**config.mk**
```make
export PLATFORM = sky130hd
export DESIGN_NAME = wb_slave_mem_flat
export DESIGN_NICKNAME = d
export VERILOG_FILES = /design/src/rtl/wb_slave_mem_if.sv /design/src/rtl/wb_slave_mem.sv /design/src/flat_wrapper.sv
export SDC_FILE = /design/constraint.sdc
export NUM_CORES = 1
export LEC_CHECK = 0
export CORE_MARGIN = 5
export CORE_UTILIZATION = 55
export DETAILED_ROUTE_END_ITERATION = 8
export PLACE_DENSITY_LB_ADDON = 0.05
export SYNTH_ARGS = -nofsm -noshare
export SYNTH_HDL_FRONTEND = slang
export SYNTH_SLANG_ARGS = --single-unit
export TNS_END_PERCENT = 1
```
**constraint.sdc**
```tcl
create_clock -name clk -period 2.8 [get_ports clk]
set_clock_uncertainty 0.15 [all_clocks]
set_input_delay 0.56 -clock clk [delete_from_list [all_inputs] [get_ports clk]]
set_output_delay 0.56 -clock clk [all_outputs]
set_load 0.02 [all_outputs]
```
**src/rtl/wb_slave_mem_if.sv**
```systemverilog
// Point-to-point Wishbone classic bus between one initiator and one responder.
// Signal suffixes are named from the responder's side.
interface wb_slave_mem_if #(
    parameter int unsigned ADDR_WIDTH = 16,
    parameter int unsigned DATA_WIDTH = 16
);
    logic                  cyc_i;
    logic                  stb_i;
    logic                  we_i;
    logic [ADDR_WIDTH-1:0] adr_i;
    logic [DATA_WIDTH-1:0] dat_i;
    logic [DATA_WIDTH-1:0] dat_o;
    logic                  ack_o;
    logic                  err_o;

    modport slave  (input  cyc_i, stb_i, we_i, adr_i, dat_i,
                    output dat_o, ack_o, err_o);
    modport master (output cyc_i, stb_i, we_i, adr_i, dat_i,
                    input  dat_o, ack_o, err_o);
endinterface

```
**src/rtl/wb_slave_mem.sv**
```systemverilog
// Wishbone classic-cycle responder backed by a register array, with
// configurable wait states and err_o termination for out-of-window addresses.
module wb_slave_mem #(
    parameter int unsigned BASE_ADDRESS = 0,
    parameter int unsigned DATA_WIDTH   = 16,
    parameter int unsigned ADDR_WIDTH   = 16,
    parameter int unsigned DATA_COUNT   = 16,
    parameter int unsigned AU_IN_DATA   = 1,
    parameter int unsigned WAIT_STATES  = 0
) (
    input  logic         clk,
    input  logic         rst,
    wb_slave_mem_if.slave wb
);
    localparam int unsigned EXT_W = ADDR_WIDTH + 1;
    localparam int unsigned IDX_W = (DATA_COUNT > 1) ? $clog2(DATA_COUNT) : 1;
    localparam int unsigned CNT_W = 4;
    localparam logic [EXT_W-1:0] BASE_EXT  = EXT_W'(BASE_ADDRESS);
    localparam logic [EXT_W-1:0] AU_EXT    = EXT_W'(AU_IN_DATA);
    localparam logic [EXT_W-1:0] COUNT_EXT = EXT_W'(DATA_COUNT);
    localparam logic [CNT_W-1:0] CNT_LOAD  = CNT_W'((WAIT_STATES > 0) ? WAIT_STATES - 1 : 0);

    typedef enum logic [1:0] {S_IDLE, S_WAIT, S_ACK, S_RELEASE} state_e;

    state_e                 state_q, state_d;
    logic [CNT_W-1:0]       cnt_q, cnt_d;
    logic                   we_q, we_d;
    logic                   valid_q, valid_d;
    logic [IDX_W-1:0]       idx_q, idx_d;
    logic [DATA_WIDTH-1:0]  wdat_q, wdat_d;
    logic                   ack_q, ack_d;
    logic                   err_q, err_d;
    logic [DATA_WIDTH-1:0]  dat_q, dat_d;
    logic [DATA_WIDTH-1:0]  mem_q [DATA_COUNT];

    logic [EXT_W-1:0]       off_c, idx_full_c;
    logic                   dec_valid_c, req_c;
    logic                   sel_we_c, sel_valid_c;
    logic [IDX_W-1:0]       sel_idx_c;
    logic [DATA_WIDTH-1:0]  sel_dat_c;
    logic                   fire_c, mem_we_c;

    // Borrow out of the widened subtraction marks an address below the base.
    assign off_c       = {1'b0, wb.adr_i} - BASE_EXT;
    assign idx_full_c  = off_c / AU_EXT;
    assign dec_valid_c = !off_c[EXT_W-1] && ((off_c % AU_EXT) == '0) && (idx_full_c < COUNT_EXT);
    assign req_c       = wb.cyc_i & wb.stb_i;

    // In S_IDLE a zero-wait request terminates straight from the live bus.
    assign sel_we_c    = (state_q == S_IDLE) ? wb.we_i           : we_q;
    assign sel_valid_c = (state_q == S_IDLE) ? dec_valid_c       : valid_q;
    assign sel_idx_c   = (state_q == S_IDLE) ? IDX_W'(idx_full_c) : idx_q;
    assign sel_dat_c   = (state_q == S_IDLE) ? wb.dat_i          : wdat_q;

    always_comb begin
        state_d  = state_q;
        cnt_d    = cnt_q;
        we_d     = we_q;
        valid_d  = valid_q;
        idx_d    = idx_q;
        wdat_d   = wdat_q;
        ack_d    = 1'b0;
        err_d    = 1'b0;
        dat_d    = dat_q;
        fire_c   = 1'b0;
        mem_we_c = 1'b0;

        case (state_q)
            S_IDLE: begin
                if (req_c) begin
                    we_d    = wb.we_i;
                    valid_d = dec_valid_c;
                    idx_d   = IDX_W'(idx_full_c);
                    wdat_d  = wb.dat_i;
                    if (WAIT_STATES == 0) begin
                        fire_c  = 1'b1;
                        state_d = S_ACK;
                    end else begin
                        cnt_d   = CNT_LOAD;
                        state_d = S_WAIT;
                    end
                end
            end
            S_WAIT: begin
                if (!wb.cyc_i) begin
                    state_d = S_IDLE;
                end else if (cnt_q == '0) begin
                    fire_c  = 1'b1;
                    state_d = S_ACK;
                end else begin
                    cnt_d = cnt_q - CNT_W'(1);
                end
            end
            S_ACK:     state_d = S_RELEASE;
            S_RELEASE: if (!wb.stb_i) state_d = S_IDLE;
            default:   state_d = S_IDLE;
        endcase

        if (fire_c) begin
            if (sel_valid_c) begin
                ack_d    = 1'b1;
                mem_we_c = sel_we_c;
                if (!sel_we_c) dat_d = mem_q[sel_idx_c];
            end else begin
                err_d = 1'b1;
                dat_d = '0;
            end
        end
    end

    always_ff @(posedge clk or negedge rst) begin
        if (!rst) begin
            state_q <= S_IDLE;
            cnt_q   <= '0;
            we_q    <= 1'b0;
            valid_q <= 1'b0;
            idx_q   <= '0;
            wdat_q  <= '0;
            ack_q   <= 1'b0;
            err_q   <= 1'b0;
            dat_q   <= '0;
        end else begin
            state_q <= state_d;
            cnt_q   <= cnt_d;
            we_q    <= we_d;
            valid_q <= valid_d;
            idx_q   <= idx_d;
            wdat_q  <= wdat_d;
            ack_q   <= ack_d;
            err_q   <= err_d;
            dat_q   <= dat_d;
        end
    end

    always_ff @(posedge clk or negedge rst) begin
        if (!rst) begin
            for (int unsigned i = 0; i < DATA_COUNT; i++) mem_q[i] <= '0;
        end else if (mem_we_c) begin
            mem_q[sel_idx_c] <= sel_dat_c;
        end
    end

    assign wb.ack_o = ack_q;
    assign wb.err_o = err_q;
    assign wb.dat_o = dat_q;
endmodule
```
**src/flat_wrapper.sv**
```systemverilog
// flat-port wrapper written by rule: the top's interface ports become plain ports
module wb_slave_mem_flat 
#(
    parameter int unsigned BASE_ADDRESS = 0,
    parameter int unsigned DATA_WIDTH   = 16,
    parameter int unsigned ADDR_WIDTH   = 16,
    parameter int unsigned DATA_COUNT   = 16,
    parameter int unsigned AU_IN_DATA   = 1,
    parameter int unsigned WAIT_STATES  = 0
)
  (clk, rst, wb_cyc_i, wb_stb_i, wb_we_i, wb_adr_i, wb_dat_i, wb_dat_o, wb_ack_o, wb_err_o);
  wb_slave_mem_if #(.ADDR_WIDTH(ADDR_WIDTH), .DATA_WIDTH(DATA_WIDTH)) wb_i ();
  input  logic clk;
  input  logic rst;
  input wire logic [$bits(wb_i.cyc_i)-1:0] wb_cyc_i;
  input wire logic [$bits(wb_i.stb_i)-1:0] wb_stb_i;
  input wire logic [$bits(wb_i.we_i)-1:0] wb_we_i;
  input wire logic [$bits(wb_i.adr_i)-1:0] wb_adr_i;
  input wire logic [$bits(wb_i.dat_i)-1:0] wb_dat_i;
  output wire logic [$bits(wb_i.dat_o)-1:0] wb_dat_o;
  output wire logic [$bits(wb_i.ack_o)-1:0] wb_ack_o;
  output wire logic [$bits(wb_i.err_o)-1:0] wb_err_o;
  assign wb_i.cyc_i = wb_cyc_i;
  assign wb_i.stb_i = wb_stb_i;
  assign wb_i.we_i = wb_we_i;
  assign wb_i.adr_i = wb_adr_i;
  assign wb_i.dat_i = wb_dat_i;
  assign wb_dat_o = wb_i.dat_o;
  assign wb_ack_o = wb_i.ack_o;
  assign wb_err_o = wb_i.err_o;
  wb_slave_mem #(.BASE_ADDRESS(BASE_ADDRESS), .DATA_WIDTH(DATA_WIDTH), .ADDR_WIDTH(ADDR_WIDTH), .DATA_COUNT(DATA_COUNT), .AU_IN_DATA(AU_IN_DATA), .WAIT_STATES(WAIT_STATES)) u_core (.clk(clk), .rst(rst), .wb(wb_i));
endmodule
```
# Word-level counts from Yosys, hierarchy flattened
# Cells that the tools add are included.
totals:
  regBits: 302
  in_bits: 37
  output_inout_bits: 18
  word_cells: 73
op_classes:
  add_sub_neg: 1
  order_cmp: 3
  n_eq_ne: 7
  muxes: 27
  bitwise: 3
  reduce_logical: 7
ops:
  columns: ["op", "count"]
  rows:
  - ["$bwmux 256", 1]
  - ["$mux 16", 6]
  - ["$bmux 16 s4", 1]
  - ["$demux 16 s4", 1]
  - ["$lt 16x5->1 const B", 1]
  - ["$mux 1", 11]
  - ["$mux 2", 4]
  - ["$pmux 2 s4", 1]
  - ["$reduce_and 3->1", 2]
  - ["$ge 5x5->1 const B", 1]
  - ["$lt 5x1->1 const B", 1]
  - ["$not 4->5", 1]
  - ["$eq 2x2->1 const B", 2]
  - ["$logic_not 4->1", 1]
  - ["$mux 4", 1]
  - ["$ne 2x2->1 const B", 2]
  - ["$reduce_and 2->1", 2]
  - ["$sub 4x1->4 const B", 1]
  - ["$ne 3x2->1 const B", 1]
  - ["$eq 2x1->1 const B", 1]
  - ["$logic_not 2->1", 1]
  - ["$ne 2x1->1 const B", 1]
  - ["$pmux 1 s2", 1]
  - ["$and 1x1->1", 1]
  - ["other kinds (2)", 2]

# Depth between registers and ports, before layout
# Gate-level depths: netlist of run 1.
logic_depth:
  ltp_word: 8
  mapped_depth: 11
  ltp_nobuf: 8

# Worst setup path before layout of run 1
# OpenSTA, ideal clock, no wires.
synth_timing:
  path_kind: "input to register"
  from: "input wb_adr_i[13]"
  to: "register u_core.mem_q[86] (netlist bit)"
  setup_ns: 0.128
  arrival_ns: 2.207
  t_required_ns: 2.522
  slack_ns: 0.315
  stages: 7
  path_buffers: 1
  path_cell_list: "nor4_1 > a41o_2 > nand2b_4 > nor3_2 > nand2_2 > buf_2 > mux2_1"
synth_via:
  elab_chain_cells: 4
synth_lines:
  columns: ["item", "line_no", "text"]
  rows:
  - ["from (decl)", "flat_wrapper.sv:18", "input wire logic [$bits(wb_i.adr_i)-1:0] wb_adr_i;"]
  - ["$lt 16x5->1", "wb_slave_mem.sv:46", "assign dec_valid_c = !off_c[EXT_W-1] && ((off_c % AU_EXT) == '0) && (idx_full_c < COUNT_EXT);"]
  - ["$mux 1", "wb_slave_mem.sv:51", "assign sel_valid_c = (state_q == S_IDLE) ? dec_valid_c : valid_q;"]
  - ["$mux 1", "wb_slave_mem.sv:100", "if (sel_valid_c) begin"]
  - ["$mux 1", "wb_slave_mem.sv:99", "if (fire_c) begin"]
  - ["to (signal, indexed assignment)", "wb_slave_mem.sv:139", "mem_q[sel_idx_c] <= sel_dat_c;"]
  - ["to (decl)", "wb_slave_mem.sv:34", "logic [DATA_WIDTH-1:0] mem_q [DATA_COUNT];"]
# Every way passes these cells.
# A chain may end at the register's enable or synchronous reset.

# Final worst setup path of run 1
layout_timing:
  from: "register u_core.state_q[0]"
  to: "register u_core.mem_q[172] (netlist bit)"
layout_via:
  elab_chain_cells: 8
  word_cells_on_any_way: 16
  classes_between: "order compare: 2; eq/ne: 1; mux: 10; bitwise: 1; reduce/logical: 2"
layout_lines:
  columns: ["item", "line_no", "text"]
  rows:
  - ["from (decl)", "wb_slave_mem.sv:25", "state_e state_q, state_d;"]
  - ["from (signal assigned)", "wb_slave_mem.sv:123", "state_q <= state_d;"]
  - ["$logic_not 2->1", null, null]
  - ["$mux 4", "wb_slave_mem.sv:52", "assign sel_idx_c = (state_q == S_IDLE) ? IDX_W'(idx_full_c) : idx_q;"]
  - ["$not 4->5 (not written as such)", "wb_slave_mem.sv:139", null]
  - ["$ge 5x5->1 (not written as such) or $lt 5x1->1 (tied branches)", "wb_slave_mem.sv:139", null]
  - ["$logic_and 1x1->1 (not written as such)", "wb_slave_mem.sv:139", null]
  - ["$mux 16 (not written as such)", "wb_slave_mem.sv:139", null]
  - ["$demux 16 s4", "wb_slave_mem.sv:139", null]
  - ["$bwmux 256", "wb_slave_mem.sv:139", null]
# Parallel ways exist; a longest one is shown, timed or not.

==> results of run 1 <==
==> metrics by stage <==
stage | TNS [ps] | total power, uW | instances | worst slack (ps) | cell area (um^2)
finish | 0 | 16780 | 1707 | 259.7 | 16020
CTS | 0 | 16820 | 1707 | 227.6 | 16020
detailed placement | -23460 | 12630 | 1649 | -210.9 | 14980
global placement | -19140 | 12560 | 1649 | -183.3 | 14980
global route | 0 | 17710 | 1707 | 59.83 | 16020
floorplan | 0 | 9676 | 1271 | 315.4 | 13370
==> synthesized netlist by cell type, drive strengths merged (4+ instances only) <==
library cell,count
nand2b,4
mux2,84
nor4,7
or3,4
dfrtp,302
nor2,98
inv,8
o22ai,128
clkbuf,45
nand2,172
nor4b,6
nand3,4
a31oi,4
o21ai,183
a21oi,98
buf,67
mux2i,17
nand4,17
==> registers in the layout, indices dropped and copies added, names as in the netlist <==
signal	flops
u_core.cnt_q	4
u_core.idx_q	4
u_core.mem_q	256
u_core.state_q	2
u_core.valid_q	1
u_core.wb.ack_o	1
u_core.wb.dat_o	16
u_core.wb.err_o	1
u_core.wdat_q	16
u_core.we_q	1
==> worst paths after layout <==
| check | from | slack, ps | depth (start not counted) | to |
|---|---|---|---|---|
| min reg2reg | u_core.cnt_q[3] | 320 | 1 | u_core.cnt_q[3] |
| min in group asynchronous | rst | 400 | 2 | u_core.mem_q[108] |
| max | u_core.state_q[0] | 260 | 9 | u_core.mem_q[172] |
| max in group asynchronous | rst | 1390 | 3 | u_core.mem_q[122] |
| min | u_core.cnt_q[3] | 320 | 1 | u_core.cnt_q[3] |
| max reg2reg | u_core.state_q[0] | 260 | 9 | u_core.mem_q[172] |
==> timing repair <==
item | CTS | global route
hold endpoints to repair | 59 | 0
endpoints found under the setup margin | 0 | 0
hold buffers | 1 | 0
==> report_power, final <==
group          total, uW  leakage, uW  switching [uW]  internal, uW
registers           5390      0.00415             407          4990
clock network       4140     0.000513            1700          2430
logic               7260      0.00278            4330          2920
total              16800      0.00745            6440         10300
==> cell families after synthesis <==
logic type / after synthesis
muxes: 101
AOI/OAI and AO/OA: 419
and+or+nand+nor: 324
xor gates and xnor gates: 3
buffers and inverters: 120
adders and majority gates: 2
DFF: 302
==> final cells by class <==
type | instances | area [um^2] | share of cell area [%]
flip-flops and latches | 302 | 7557 | 47.17
repair buffers | 167 | 1809 | 11.29
multi-input cells | 849 | 5192 | 32.41
clock buffers | 46 | 912.1 | 5.693
inverters | 8 | 30.03 | 0.1874
well taps | 324 | 405.4 | 2.530
clock inverters | 11 | 116.4 | 0.7262
==> cells in the final DEF, fill, tap and decap left out, types with 5 or more instances in the layout <==
master,instances
o21ai_2,5
nand4_1,17
mux2i_1,17
nor2_1,97
clkbuf_16,31
o21ai_0,118
clkbuf_8,8
o22ai_1,128
clkdlybuf4s50_1,53
mux2_1,9
clkinv_2,6
o21ai_1,59
a21oi_1,69
inv_1,8
clkbuf_1,7
a21oi_2,29
buf_4,79
dfrtp_1,302
mux2_2,75
buf_12,33
nand2_1,168
nor4_1,5
==> per-layer routing <==
layer | vias to the layer above | part of all wire, %
li1 | 4721 | -
met1 | 5056 | 45
met2 | 284 | 47
met3 | 51 | 6.0
met4 | 0 | 2.1
met5 | - | 0
==> out/metrics.cfg, run 1 <==
[timing]
post-route-min-period_ps = 2540
period_share_pct = 90.72
max_slew_margin_pct = 62.54
hold_violations = 0
worstMarginPinSlew_ps = 554.1
setup_viol = 0
slew_violations = 0
grt_setup_unrepaired = false
fmax_mhz = 393.7
whs_ps = 324.6

[cells_and_area]
final_util_pct = 66.47
syn_to_final_growth_pct = 19.88
diodes = 0
drive_above_1_share_pct = 21.33
fillers = 1967
final_net_count = 1398

[die]
die_w_um = 165.9
pin_count = 55
core_area_um2 = 24110
die_y_um = 165.9
start_util_pct = 55.44
num_rows = 57
dieArea_um2 = 27520

[setup_path]
path_class = reg2reg
critPathCaptureType = flop
crit_path_max_incr_delay_ps = 420
cp_slowest_cell = or2_1
cp_top_family = simple AND/OR/NAND/NOR gates
required_ps = 3130
worst-path-buf-inv = 3
path_max_fanout = 12
crit_top_cell = buf_4
cp.arrival_ps = 2870
startpoint_type = flop
crit_chain = or2_1, buf_4, nand3b_1, o31ai_4, buf_4, nor4b_4, buf_4, nor2_1, a21oi_1

[yosys]
synth_compound_area_share_pct = 18.34
synth_area_leaders = dfrtp_1 57%, mux2_2 6.3%, o22ai_1 6.0%
synth_warnings = 0
avgSynthCellArea_um2 = 10.52
synthMuxAreaShare_pct = 8.350
synthXorXnorAreaFrac_pct = 0.1966
synthFlopType = dfrtp_1
synth-edff-count = 0
synthAdderAreaFrac_pct = 0.1872
synth_top_family_by_area = compound AO/OA/AOI/OAI gates
synthCells = 1271
ys_ff_latch = 302
synthSimpleGateAreaFrac_pct = 11.17
yosysTopAreaCell = dfrtp_1
syn-num-nets = 1310
synthDistinctLibCells = 52
yosysSeqAreaShare_pct = 56.54
syn_area_um2 = 13370
async_reset_ff_share_pct = 100.0
synth_top_area_share_pct = 56.54

[cts]
clock-sinks = 302
cts_setup_buffers = 0
cts-resized-gates = 0
path_clk_slew_ps = 60
cts_tree = yes
root_buffer = clkbuf_16
clkLatencyLatePin_ps = 560
cts-buffers-inserted = 31
clk_path_buf_depth = 3
cts-htree-levels = 1

[drt]
drt_wl_total_um = 36560
ant_nets = 0
first_pass_iters = 5
drt_iter0_markers = 817
drc = 0
vias_per_cell = 5.924
avgRoutedWirePerCell_um = 21.42
via_count = 10110

[place]
numPortBuffers = 54
gp_congestion = 0.8187
detailed_place_hpwl_um = 24730

[flow_run]
drv_cap = 0

[global_route]
antenna_found_initial = 0
gr-usage-met3_pct = 4.070
grt_usage_pct = 26.73
grt_max_degree = 65
use_met1_pct = 38.95
overflow = 0
grtUsageMet2_pct = 42.97
grt-busiest-layer = met2
grt_pass1_wl_um = 58950
first_global_vias = 10110

[hold_path]
hp-class = reg2reg

[power]
p_leak_uw = 0.007446
p_per_area_nw_per_um2 = 1048
peakVddDrop_mv = 0.9388

[run_status]
outcome = complete, no violations

(Power assumes the default switching activity.)
==> run 2, diff against run 1 <==
- ABC_CLOCK_PERIOD_IN_PS: default -> 2800
- GPL_TIMING_DRIVEN: default -> 0
- TNS_END_PERCENT: 1 -> default
==> out/metrics.cfg, run 2 (synthesis gave the netlist of run 1 again) <==
[run_status]
outcome = complete, no violations

[cells_and_area]
diodes = 0  ; unchanged
final_cell_mix = 302 x dfrtp_1, 168 x nand2_1, 128 x o22ai_1, 98 x nor2_1, 97 x o21ai_0
fillers = 2005  ; +1.9%
drive_above_1_share_pct = 21.06  ; -0.27 points
regMostFlops = u_core.mem_q
layout_commonest_cell = dfrtp_1
final_cell_count_no_fill = 1720  ; +0.76%
syn_to_final_growth_pct = 17.66
largest_reg_flops = 256  ; unchanged
final_net_count = 1410  ; +0.86%

[die]
die_w_um = 165.9  ; unchanged
pin_count = 55  ; unchanged
num_rows = 57  ; unchanged
start_util_pct = 55.44  ; unchanged
core_area_um2 = 24110  ; unchanged
dieArea_um2 = 27520  ; unchanged
die_y_um = 165.9  ; unchanged

[drt]
drt_wl_total_um = 38300  ; +4.8%
ant_nets = 0  ; unchanged
vias_per_cell = 6.000  ; +1.3%
first_pass_iters = 5  ; unchanged
drt_iter0_markers = 1061  ; +30%
drc = 0  ; unchanged
via_count = 10320  ; +2.1%
avgRoutedWirePerCell_um = 22.27  ; +4.0%

[global_route]
use_met1_pct = 40.42  ; +1.5 points
overflow = 0  ; unchanged
gr-usage-met3_pct = 5.118  ; +1.0 points
grtUsageMet2_pct = 42.65  ; -0.32 points
grt_usage_pct = 27.70  ; +0.96 points
grt_pass1_wl_um = 60210  ; +2.1%
grt-busiest-layer = met2
grt_max_degree = 112  ; +72%
first_global_vias = 10200  ; +0.86%
antenna_found_initial = 1  ; +1

[cts]
cts-buffers-inserted = 34  ; +9.7%
path_clk_slew_ps = 60  ; about the same
clkLatencyLatePin_ps = 520  ; -40 ps
root_buffer = clkbuf_16
clk_path_buf_depth = 3  ; unchanged
clock-sinks = 302  ; unchanged
cts-htree-levels = 2  ; +1
cts_tree = yes

[setup_path]
required_ps = 3080  ; -50 ps
path_max_fanout = 10  ; -2
r2r_cells = 11  ; +2
cp_slowest_cell = dfrtp_1
cp.arrival_ps = 2990  ; +120 ps
path_class = reg2reg
rrSetupSlack_ps = 100  ; -160 ps
worst-path-buf-inv = 5  ; +2
cp_top_family = buffers and inverters
crit_top_cell = buf_6
crit_chain = buf_2, or2_1, buf_6, buf_6, a31oi_4, buf_12, buf_6, o22ai_1, o21ai_1, nand4_1, o21ai_1
critPathCaptureType = flop
startpoint_type = flop
crit_path_max_incr_delay_ps = 390  ; -30 ps
cp_num_cells = 11  ; +2

[timing]
slew_violations = 0  ; unchanged
post-route-min-period_ps = 2705  ; +164.3 ps
setup_viol = 0  ; unchanged
fmax_mhz = 369.7  ; -6.1%
period_share_pct = 96.59  ; +5.9 points
worstMarginPinSlew_ps = 745.1  ; +191.0 ps
setup_slack_ps = 95.40  ; -164.3 ps
grt_setup_unrepaired = true
max_slew_margin_pct = 49.99  ; -13 points
hold_violations = 0  ; unchanged

[hold_path]
holdPathStages = 2  ; +1
hp-class = reg2reg

[place]
gp_congestion = 0.8380  ; +2.4%
dp_slack_ps = -714.9  ; -504.1 ps
dp_cells = 1651  ; +0.12%
numPortBuffers = 54  ; unchanged
detailed_place_hpwl_um = 27670  ; +12%

[power]
pwr-share-seq_pct = 31.3  ; -0.8 points
peakVddDrop_mv = 0.6007  ; -36%
swShare_pct = 41.00  ; +2.6 points
finalPower_uw = 17210  ; +2.5%
power_frac_comb_pct = 43.2  ; about the same
p_per_area_nw_per_um2 = 1094  ; +4.5%
p_sw_uw = 7056  ; +9.5%
pwr-share-clk_pct = 25.4  ; +0.8 points
p_leak_uw = 0.007301  ; -2.0%
p_int_uw = 10160  ; -1.8%

[flow_run]
drv_cap = 0  ; unchanged

-- run 2: changes by cell type in the layout (fill, tap and decap cells not counted), moves of 21 or more --
cell,change
buf_4,-51
clkbuf_2,+25
o21ai_0,-21
buf_12,-32
buf_6,+23
-- run 2: layer usage --
| metal | share of wire (%) | up-vias |
|---|---|---|
| li1 | - | 4729 |
| met1 | 45 | 5167 |
| met2 | 46 | 346 |
| met3 | 6.7 | 76 |
| met4 | 2.8 | 2 |
| met5 | 0.034 | - |
-- run 2: cell type report --
type,count,area [um^2],area share [%]
Sequential cell,302,7557,48.06
Multi-Input combinational cell,849,5205,33.10
Clock buffer,47,1001,6.365
Buffer,112,762.0,4.846
Timing Repair Buffer,64,663.1,4.217
Tap cell,324,405.4,2.578
Clock inverter,14,101.3,0.6445
Inverter,8,30.03,0.1910
-- run 2: worst paths after layout --
kind | start | endpoint
max in group asynchronous | rst | u_core.mem_q[8]
worst min-delay path | u_core.mem_q[13] | u_core.mem_q[13]
worst max-delay path | u_core.state_q[0] | u_core.wb.dat_o[14]
worst min register to register | u_core.mem_q[13] | u_core.mem_q[13]
worst max register to register | u_core.state_q[0] | u_core.wb.dat_o[14]
min in group asynchronous | rst | u_core.mem_q[243]
-- run 2: power by group through the flow --
stage / registers (uW) / clock network [uW] / logic (uW)
3_3_place_gp: 5430 / 0 / 6780
6_report: 5390 / 4380 / 7440
5_1_grt: 5480 / 4630 / 7900
2_1_floorplan: 5470 / 0 / 4200
4_1_cts: 5370 / 4440 / 7090
3_5_place_dp: 5440 / 0 / 6860
-- run 2: worst register-to-register path, stage by stage (launching register included) --
cell,delay (ps)
dfrtp_1,390
buf_2,190
or2_1,230
buf_6,150
buf_6,160
a31oi_4,250
buf_12,210
buf_6,210
o22ai_1,100
o21ai_1,240
nand4_1,200
o21ai_1,160
-- run 2: timing repair --
action | in CTS | in global routing
setup buffers | 5 | 2
pin swaps | 2 | 3
hold endpoints to repair | 91 | 0
endpoints found under the setup margin | 115 | 211
gates resized for setup | 28 | 79
hold buffers | 1 | 0
-- run 2: stage by stage --
stage	hold WS (ps)	area, um^2	utilization [%]	setup TNS, ps
after floorplan	114.4	13370	-	0
final	331.2	15730	65.23	0
after detailed placement	311.8	14370	59.62	-118500
after global routing	351.5	15730	65.23	-53.99
after global placement	311.9	14310	59.37	-3783850
after CTS	333.4	15580	64.65	0
